### src/rtl/bp_lce_chan_concentrator.sv
// Concentrates num_lce_p LCE outbound channels onto one network channel (round robin)
// and steers one inbound cmd channel to per-LCE buffered outputs by destination id.
module bp_lce_chan_concentrator #(
    parameter int unsigned num_lce_p      = 2,
    parameter int unsigned msg_width_p    = 128,
    parameter int unsigned cmd_width_p    = 128,
    parameter int unsigned lce_id_width_p = 4,
    parameter int unsigned dst_id_lsb_p   = 0,
    parameter int unsigned fifo_els_p     = 2
) (
    input  logic                               clk_i,
    input  logic                               reset_i,
    input  logic [num_lce_p*msg_width_p-1:0]   in_msg_i,
    input  logic [num_lce_p-1:0]               in_v_i,
    output logic [num_lce_p-1:0]               in_ready_then_o,
    output logic [msg_width_p-1:0]             out_msg_o,
    output logic                               out_v_o,
    input  logic                               out_ready_then_i,
    input  logic [cmd_width_p-1:0]             cmd_i,
    input  logic                               cmd_v_i,
    output logic                               cmd_yumi_o,
    output logic [num_lce_p*cmd_width_p-1:0]   cmd_o,
    output logic [num_lce_p-1:0]               cmd_v_o,
    input  logic [num_lce_p-1:0]               cmd_ready_then_i,
    output logic                               err_o
);

    localparam int unsigned RR_W  = $clog2(num_lce_p);
    localparam int unsigned PTR_W = $clog2(fifo_els_p);
    localparam int unsigned CNT_W = $clog2(fifo_els_p + 1);

    logic [msg_width_p-1:0] omem_q [num_lce_p][fifo_els_p];
    logic [msg_width_p-1:0] omem_d [num_lce_p][fifo_els_p];
    logic [cmd_width_p-1:0] cmem_q [num_lce_p][fifo_els_p];
    logic [cmd_width_p-1:0] cmem_d [num_lce_p][fifo_els_p];

    logic [PTR_W-1:0] ordp_q [num_lce_p], ordp_d [num_lce_p];
    logic [PTR_W-1:0] owrp_q [num_lce_p], owrp_d [num_lce_p];
    logic [CNT_W-1:0] ocnt_q [num_lce_p], ocnt_d [num_lce_p];
    logic [PTR_W-1:0] crdp_q [num_lce_p], crdp_d [num_lce_p];
    logic [PTR_W-1:0] cwrp_q [num_lce_p], cwrp_d [num_lce_p];
    logic [CNT_W-1:0] ccnt_q [num_lce_p], ccnt_d [num_lce_p];

    logic [RR_W-1:0] rr_q, rr_d;
    logic            err_q, err_d;

    logic [RR_W-1:0]           win;
    logic                      any_v;
    logic [lce_id_width_p-1:0] dst;
    logic                      dst_ok;
    logic                      dst_full;

    function automatic logic [PTR_W-1:0] nxt_ptr(input logic [PTR_W-1:0] p);
        return (p == PTR_W'(fifo_els_p - 1)) ? '0 : p + PTR_W'(1);
    endfunction

    // Winner is the first non-empty FIFO scanning upward from the RR pointer with wrap.
    always_comb begin
        int unsigned idx;
        win   = '0;
        any_v = 1'b0;
        for (int unsigned k = 0; k < num_lce_p; k++) begin
            idx = int'(rr_q) + k;
            if (idx >= num_lce_p) idx = idx - num_lce_p;
            if (!any_v && (ocnt_q[idx] != '0)) begin
                any_v = 1'b1;
                win   = RR_W'(idx);
            end
        end
    end

    always_comb begin
        out_v_o   = out_ready_then_i & any_v;
        out_msg_o = omem_q[win][ordp_q[win]];
    end

    // An out-of-range destination never looks full, so it is consumed and dropped.
    always_comb begin
        dst      = cmd_i[dst_id_lsb_p +: lce_id_width_p];
        dst_ok   = 32'(dst) < num_lce_p;
        dst_full = 1'b0;
        for (int unsigned i = 0; i < num_lce_p; i++) begin
            if (32'(dst) == i) dst_full = (ccnt_q[i] == CNT_W'(fifo_els_p));
        end
        cmd_yumi_o = cmd_v_i & !dst_full;
    end

    always_comb begin
        for (int unsigned i = 0; i < num_lce_p; i++) begin
            in_ready_then_o[i]                   = (ocnt_q[i] != CNT_W'(fifo_els_p));
            cmd_v_o[i]                           = cmd_ready_then_i[i] & (ccnt_q[i] != '0);
            cmd_o[i*cmd_width_p +: cmd_width_p]  = cmem_q[i][crdp_q[i]];
        end
        err_o = err_q;
    end

    always_comb begin
        logic enq, deq;
        omem_d = omem_q;
        cmem_d = cmem_q;
        ordp_d = ordp_q;
        owrp_d = owrp_q;
        ocnt_d = ocnt_q;
        crdp_d = crdp_q;
        cwrp_d = cwrp_q;
        ccnt_d = ccnt_q;
        rr_d   = rr_q;
        err_d  = err_q | (cmd_v_i & !dst_ok);
        enq    = 1'b0;
        deq    = 1'b0;

        if (out_v_o) rr_d = (win == RR_W'(num_lce_p - 1)) ? '0 : win + RR_W'(1);

        for (int unsigned i = 0; i < num_lce_p; i++) begin
            enq = in_v_i[i] & in_ready_then_o[i];
            deq = out_v_o & (win == RR_W'(i));
            if (enq) begin
                omem_d[i][owrp_q[i]] = in_msg_i[i*msg_width_p +: msg_width_p];
                owrp_d[i]            = nxt_ptr(owrp_q[i]);
            end
            if (deq) ordp_d[i] = nxt_ptr(ordp_q[i]);
            if (enq && !deq)      ocnt_d[i] = ocnt_q[i] + CNT_W'(1);
            else if (!enq && deq) ocnt_d[i] = ocnt_q[i] - CNT_W'(1);

            enq = cmd_yumi_o & dst_ok & (32'(dst) == i);
            deq = cmd_v_o[i];
            if (enq) begin
                cmem_d[i][cwrp_q[i]] = cmd_i;
                cwrp_d[i]            = nxt_ptr(cwrp_q[i]);
            end
            if (deq) crdp_d[i] = nxt_ptr(crdp_q[i]);
            if (enq && !deq)      ccnt_d[i] = ccnt_q[i] + CNT_W'(1);
            else if (!enq && deq) ccnt_d[i] = ccnt_q[i] - CNT_W'(1);
        end
    end

    always_ff @(posedge clk_i or posedge reset_i) begin
        if (reset_i) begin
            for (int unsigned i = 0; i < num_lce_p; i++) begin
                ordp_q[i] <= '0;
                owrp_q[i] <= '0;
                ocnt_q[i] <= '0;
                crdp_q[i] <= '0;
                cwrp_q[i] <= '0;
                ccnt_q[i] <= '0;
            end
            rr_q  <= '0;
            err_q <= 1'b0;
        end else begin
            ordp_q <= ordp_d;
            owrp_q <= owrp_d;
            ocnt_q <= ocnt_d;
            crdp_q <= crdp_d;
            cwrp_q <= cwrp_d;
            ccnt_q <= ccnt_d;
            rr_q   <= rr_d;
            err_q  <= err_d;
        end
    end

    // Payload storage needs no reset; the cleared counters make stale entries invisible.
    always_ff @(posedge clk_i) begin
        omem_q <= omem_d;
        cmem_q <= cmem_d;
    end

endmodule

### config.mk
export PLATFORM = sky130hd
export DESIGN_NAME = bp_lce_chan_concentrator
export DESIGN_NICKNAME = d
export VERILOG_FILES = /design/src/rtl/bp_lce_chan_concentrator.sv
export SDC_FILE = /design/constraint.sdc
export NUM_CORES = 1
export LEC_CHECK = 0
export BUFFER_PORTS_ARGS = -buffer_cell sky130_fd_sc_hd__buf_2
export CAP_MARGIN = 25
export CORE_MARGIN = 10
export CORE_UTILIZATION = 34
export CTS_CLUSTER_DIAMETER = 100
export CTS_CLUSTER_SIZE = 10
export DETAILED_ROUTE_END_ITERATION = 6
export HOLD_SLACK_MARGIN = 0.02
export PLACE_DENSITY = 0.6
export SLEW_MARGIN = 20
export SYNTH_ARGS = -nofsm -noshare
export SYNTH_HDL_FRONTEND = slang
export SYNTH_SLANG_ARGS = --single-unit
export TNS_END_PERCENT = 5
### constraint.sdc
create_clock -name clk_i -period 8.4 [get_ports clk_i]
set_input_delay 0 -clock clk_i [delete_from_list [all_inputs] [get_ports clk_i]]
set_output_delay 0 -clock clk_i [all_outputs]
set_load 0.01 [all_outputs]
Word level (Yosys, flattened, before mapping)
Cells that the tools add are included.
{ "op_classes": {"eq_ne": 5, "n_mux": 58, "reduce_logical": 33, "n_bitwise": 24, "order_cmp": 17, "addsub": 20} }
{ "op_table": {"columns": ["op", "count"], "rows": [
  ["two-way mux 128 bit", 13],
  ["bitwise mux 256 bit", 4],
  ["two-way mux 256 bit", 3],
  ["demux 128 bit (select 1 bit)", 4],
  ["greater-or-equal comparator 33 x 2 -> 1 bit (second input constant)", 2],
  ["NOT 32 -> 33 bit", 2],
  ["two-way mux 32 bit", 2],
  ["two-way mux 2 bit", 14],
  ["greater-or-equal comparator 2 bit (second input constant)", 9],
  ["two-way mux 1 bit", 18],
  ["NOT 1 -> 2 bit", 8],
  ["nonzero test 2 bit", 8],
  ["logical AND 1 bit", 13],
  ["AND 1 bit", 12],
  ["zero test 1 bit", 11],
  ["adder 1 bit (second input constant)", 9],
  ["adder 2 x 1 -> 2 bit (second input constant)", 4],
  ["less-than comparator 2 x 1 -> 1 bit (second input constant)", 4],
  ["subtractor 2 x 1 -> 2 bit (second input constant)", 4],
  ["equality test 2 bit (second input constant)", 2],
  ["equality test 4 x 1 -> 1 bit (second input constant)", 1],
  ["zero test 4 bit", 1],
  ["less-than comparator 4 x 2 -> 1 bit (second input constant)", 1],
  ["!= test 2 bit (second input constant)", 2],
  ["6 further kinds", 6]
]} }
{ "word_totals": {"output_inout_bits": 391, "elab_cells": 179, "reg_bits": 1042} }

Longest topological paths before layout
{ "depth": {"depth_word": 19, "depth_mapped": 8, "depth_no_buf": 7} }

Worst setup path before layout
No wires, ideal clock.
{ "synth_timing": {"path_kind": "register to register", "start": "register ccnt_q[2] (netlist bit)", "end": "register cmem_q[384] (netlist bit), enable pin", "arrival_ps": 6400, "path_slack_ps": 1368, "n_path_buf": 0, "synth_period_minus_slack_ps": 7032, "stages_incl_launch_ff": 4, "required_time_ps": 7768, "path_cell_list": "dfrtp_1 nand2b_1 and4b_1 nor2b_1"} }
{ "synth_between": {"elab_chain_len": 7} }
{ "synth_lines": {"columns": ["item", "line_no", "rtl"], "rows": [
  ["from (decl)", "42", "logic [CNT_W-1:0] ccnt_q [num_lce_p], ccnt_d [num_lce_p];"],
  ["from (signal assigned)", "155", "ccnt_q <= ccnt_d;"],
  ["equality test 2 bit", "83", "if (32'(dst) == i) dst_full = (ccnt_q[i] == CNT_W'(fifo_els_p));"],
  ["two-way mux 1 bit (2 in series)", "83", null],
  ["zero test 1 bit", "85", "cmd_yumi_o = cmd_v_i & !dst_full;"],
  ["AND 1 bit", "85", null],
  ["AND 1 bit (2 in series)", "125", "enq = cmd_yumi_o & dst_ok & (32'(dst) == i);"],
  ["to (signal assigned)", "164", "cmem_q <= cmem_d;"],
  ["to (decl)", "34", "logic [cmd_width_p-1:0] cmem_q [num_lce_p][fifo_els_p];"]
]} }
Every way passes these cells.
A chain may end at the register's enable or synchronous reset.

Final worst setup path
{ "layout_timing": {"start": "register ocnt_q[2] (netlist bit)", "end": "output out_msg_o[76]"} }
{ "layout_between": {"elab_chain_len": 16, "word_cells_on_any_way": 24} }
{ "layout_lines": {"columns": ["item", "line_no", "rtl"], "rows": [
  ["from (decl)", "39", "logic [CNT_W-1:0] ocnt_q [num_lce_p], ocnt_d [num_lce_p];"],
  ["from (signal assigned)", "152", "ocnt_q <= ocnt_d;"],
  ["two-way mux 2 bit (not written as such) (3 in series)", "65", "if (!any_v && (ocnt_q[idx] != '0)) begin"],
  ["nonzero test 2 bit", "65", null],
  ["two-way mux 1 bit", "65", null],
  ["zero test 1 bit", "65", null],
  ["logical AND 1 bit", "65", null],
  ["two-way mux 1 bit (*)", "65", null],
  ["NOT 1 -> 2 bit (not written as such) (*)", "74", "out_msg_o = omem_q[win][ordp_q[win]];"],
  ["two-way mux 1 bit (not written as such) (3 in series)", "74", null],
  ["NOT 1 -> 2 bit (not written as such)", "74", null],
  ["two-way mux 128 bit (not written as such) (*) (3 in series)", "74", null],
  ["to (decl)", "16", "output logic [msg_width_p-1:0] out_msg_o,"]
]} }
Mark *: on every way between the ends. The rest lies on a longest branch, timed or not. The select of a mux whose other input is x is not followed.

==> key figures <==
Synth
  – FFs w/ async S/R, synth: under 10%
  – Syn nets: ~2.2k
  – Synth Cell Area: slightly below 40000 um^2
  – Seq cells post-synth: 1042
  – Cell variety after synth: 32
  – Synth Flop Type: edfxtp_1
  – Syn Inst Count: 1822
  – Post-synth EDFFs: between 1k and 1.5k
  – Avg Cell Area, Syn: ~21 um^2
  – Sequential area share after synthesis: between 80% and 90%
  – Yosys warnings: 0

Power and ir drop
  – PwrDens: 307 nW/um^2
  – Leak pwr: about 20 nW
  – Peak supply drop: about 230 uV

Clocking
  – Cts bufs inserted: about 120
  – Post-CTS Setup Repair Bufs: 0
  – CTS max path bufs: 3
  – CTS root buf: clkbuf_16
  – Clk_lat worst skew: around 0.7 ns
  – Post-CTS Hold Buffers: ~590
  – Clock sink total: about 1.0k
  – CTS H-Tree Depth: 3
  – CTS tree: done
  – # resized after CTS: 0
  – Clock transition at path regs: about 0.06 ns

Run
  – Max Cap Violations: 0

Global routing
  – Vias in the first global route: about 24k
  – Largest net degree at the start of global routing: around 130
  – Global-route wire length before repair: about 160 mm
  – Initial antenna violation count: a little over 40
  – Remaining global-route overflow: 0
  – Total GRT Usage: around 16%

Timing
  – Hold Vio Cnt, Final: 0
  – Setup Viol. Count Final: 0
  – Hold_ws: 0.0709 ns
  – RSZ-0062 raised after global routing: false
  – Tcrit/Tclk final: 45.4%
  – Slew Limit Fails: 0
  – Final clock skew: approximately 0.06 ns
  – Worst rel slew slack: a little under a quarter
  – Fmax: between 200 and 300 MHz
  – Crit path time final: ~3.8 ns
  – Least-Margin Pin Slew: between 1 and 1.5 ns
  – Setup TNS: 0 ns
  – Setup ws final: around 4.6 ns

Final layout
  – Proportion of layout cells with a drive suffix above 1: between 30 and 40%
  – Area of the multi-input gates: just over 7000 um^2
  – Net count, final: 3657
  – Final instance count without filler cells: slightly below 5k
  – FILL cells: between 9k and 10k
  – Synth-to-Final Area Change: 37.6%
  – Final Instance Area: approximately 54000 um^2
  – Seq. cell area: 31200 um^2

Worst setup path
  – Worst setup path class: reg2out
  – CP startpoint kind: flip-flop
  – Crit end category: primary output
  – Critical Path RT: 8.40 ns
  – CP Data Arrival Time: about 3.8 ns
  – Critical-path maximum fanout: slightly below 50

Routing
  – Total wire length: about 110 mm
  – Iter 0 DRT Violations: 1530
  – Detail Route Antenna Nets: 0
  – Drt via density: about 4.7
  – Routed length per instance: roughly 23 um
  – DRC errors left: 0
  – First drt pass iteration count: 4
  – Routed via count: ~23k

Floorplanning
  – Die W: roughly 360 um
  – Ports: roughly 780
  – DIE HEIGHT: around 360 um
  – Initial Util: between 30% and 40%
  – Row cnt: 124
  – Die ar.: 129000 um^2
  – Core box area: 114000 um^2

Place
  – Gpl congestion: 0.793
  – Post-placement cell count: between 4k and 5k
  – Area of placed instances: between 40000 and 50000 um^2
  – HPWL after detailed placement: just over 70 mm
  – Number of buffers added on ports: 782
  – DP Worst Slack: 4.61 ns

Min path
  – Hold Crit Class: in2reg

Run status
  – Status: finished clean
==> state kept, by name, indices dropped and copies added (netlist names) <==
signal,count
ordp_q,2
ccnt_q,4
rr_q,1
omem_q,512
cwrp_q,2
cmem_q,512
err_o,1
crdp_q,2
owrp_q,2
ocnt_q,4
==> synthesized netlist by cell type (2+ instances only) <==
cell type / count / area share (%)
nor2_1: 8 / 0.077
xor2_1: 10 / 0.22
nand2_1: 2 / 0.019
nand2b_1: 4 / 0.064
edfxtp_1: 1024 / 79
ha_1: 4 / 0.13
clkbuf_1: 3 / 0.029
and3_1: 2 / 0.032
xnor2_1: 10 / 0.22
mux2i_1: 385 / 9.9
mux2_2: 256 / 7.4
buf_12: 13 / 0.67
buf_6: 2 / 0.058
dfrtp_1: 18 / 1.2
inv_1: 10 / 0.096
buf_2: 52 / 0.67
buf_4: 3 / 0.058
o21ai_0: 2 / 0.026
==> area by class of cell <==
cell class / count / share of cell area [%]
Antenna cell: 21 / 0.0980
Sequential cell: 1042 / 58.2
Multi-Input combinational cell: 697 / 13.5
Clock inverter: 8 / 0.327
Tap cell: 1512 / 3.53
Inverter: 10 / 0.0700
Clock buffer: 135 / 5.58
Timing Repair Buffer: 1395 / 18.7
==> kinds of logic after synthesis <==
| group | after synthesis | synth area share, % |
|---|---|---|
| AOI/OAI and AO/OA | 8 | 0.164 |
| and+or+nand+nor | 24 | 0.379 |
| adders and majority gates | 4 | 0.128 |
| buffers and inverters | 83 | 1.58 |
| xor gates and xnor gates | 20 | 0.449 |
| DFF | 1042 | 80.0 |
| muxes | 641 | 17.3 |
==> worst paths after layout <==
check                              start       endpoint  slack [ns]  cells past startpoint
setup / recovery               ocnt_q[2]  out_msg_o[76]        4.59                      6
hold / removal             in_msg_i[117]    omem_q[501]        0.07                      2
setup reg to reg               ccnt_q[2]    cmem_q[289]        5.16                      5
hold reg to reg                ccnt_q[1]      ccnt_q[1]        0.50                      1
max in group asynchronous        reset_i      ordp_q[0]        7.27                      4
min in group asynchronous        reset_i      ccnt_q[0]        0.59                      4
==> routing by layer <==
layer,part of all wire (%),track usage [%],up-vias
met2,48,27.6,1033
met4,2.9,5.22,28
met5,0.13,0,-
li1,-,-,10100
met1,39,19.9,11300
met3,9.9,5.24,189
==> through the flow <==
stage	util, %	total power, mW
finish	47.0	16.5
global route	47.0	17.2
CTS	47.0	16.6
detailed placement	39.1	12.0
global placement	39.0	11.9
floorplan	-	10.1
==> where the power goes <==
group | internal [mW] | switching [mW] | total, mW
sequential | 6.50 | 0.330 | 6.83
combinational | 2.18 | 3.06 | 5.24
clock | 2.51 | 1.88 | 4.39
==> placed cells by master (no fill, tap or decap), types with 2 or more instances in the layout <==
cell type / instances
edfxtp_1: 1024
nand2b_1: 4
inv_6: 2
and3_4: 2
buf_4: 21
diode_2: 21
mux2i_1: 385
xnor2_1: 10
clkbuf_16: 117
nand2_1: 2
nor2_1: 4
inv_1: 10
nor2_4: 4
clkinv_16: 4
xor2_1: 10
dfrtp_1: 14
o21ai_0: 2
dfrtp_4: 4
mux2_2: 256
buf_2: 782
buf_12: 4
clkbuf_1: 18
ha_1: 4
dlygate4sd3_1: 587
==> critical path, cell delays in order (launching register included) <==
cell     delay [ns]
dfrtp_1        0.45
o21ba_4        0.25
nor2_8         0.10
buf_4          0.60
buf_4          0.86
mux2i_1        0.53
buf_2          0.23
Power figures use the tool's default switching activity.
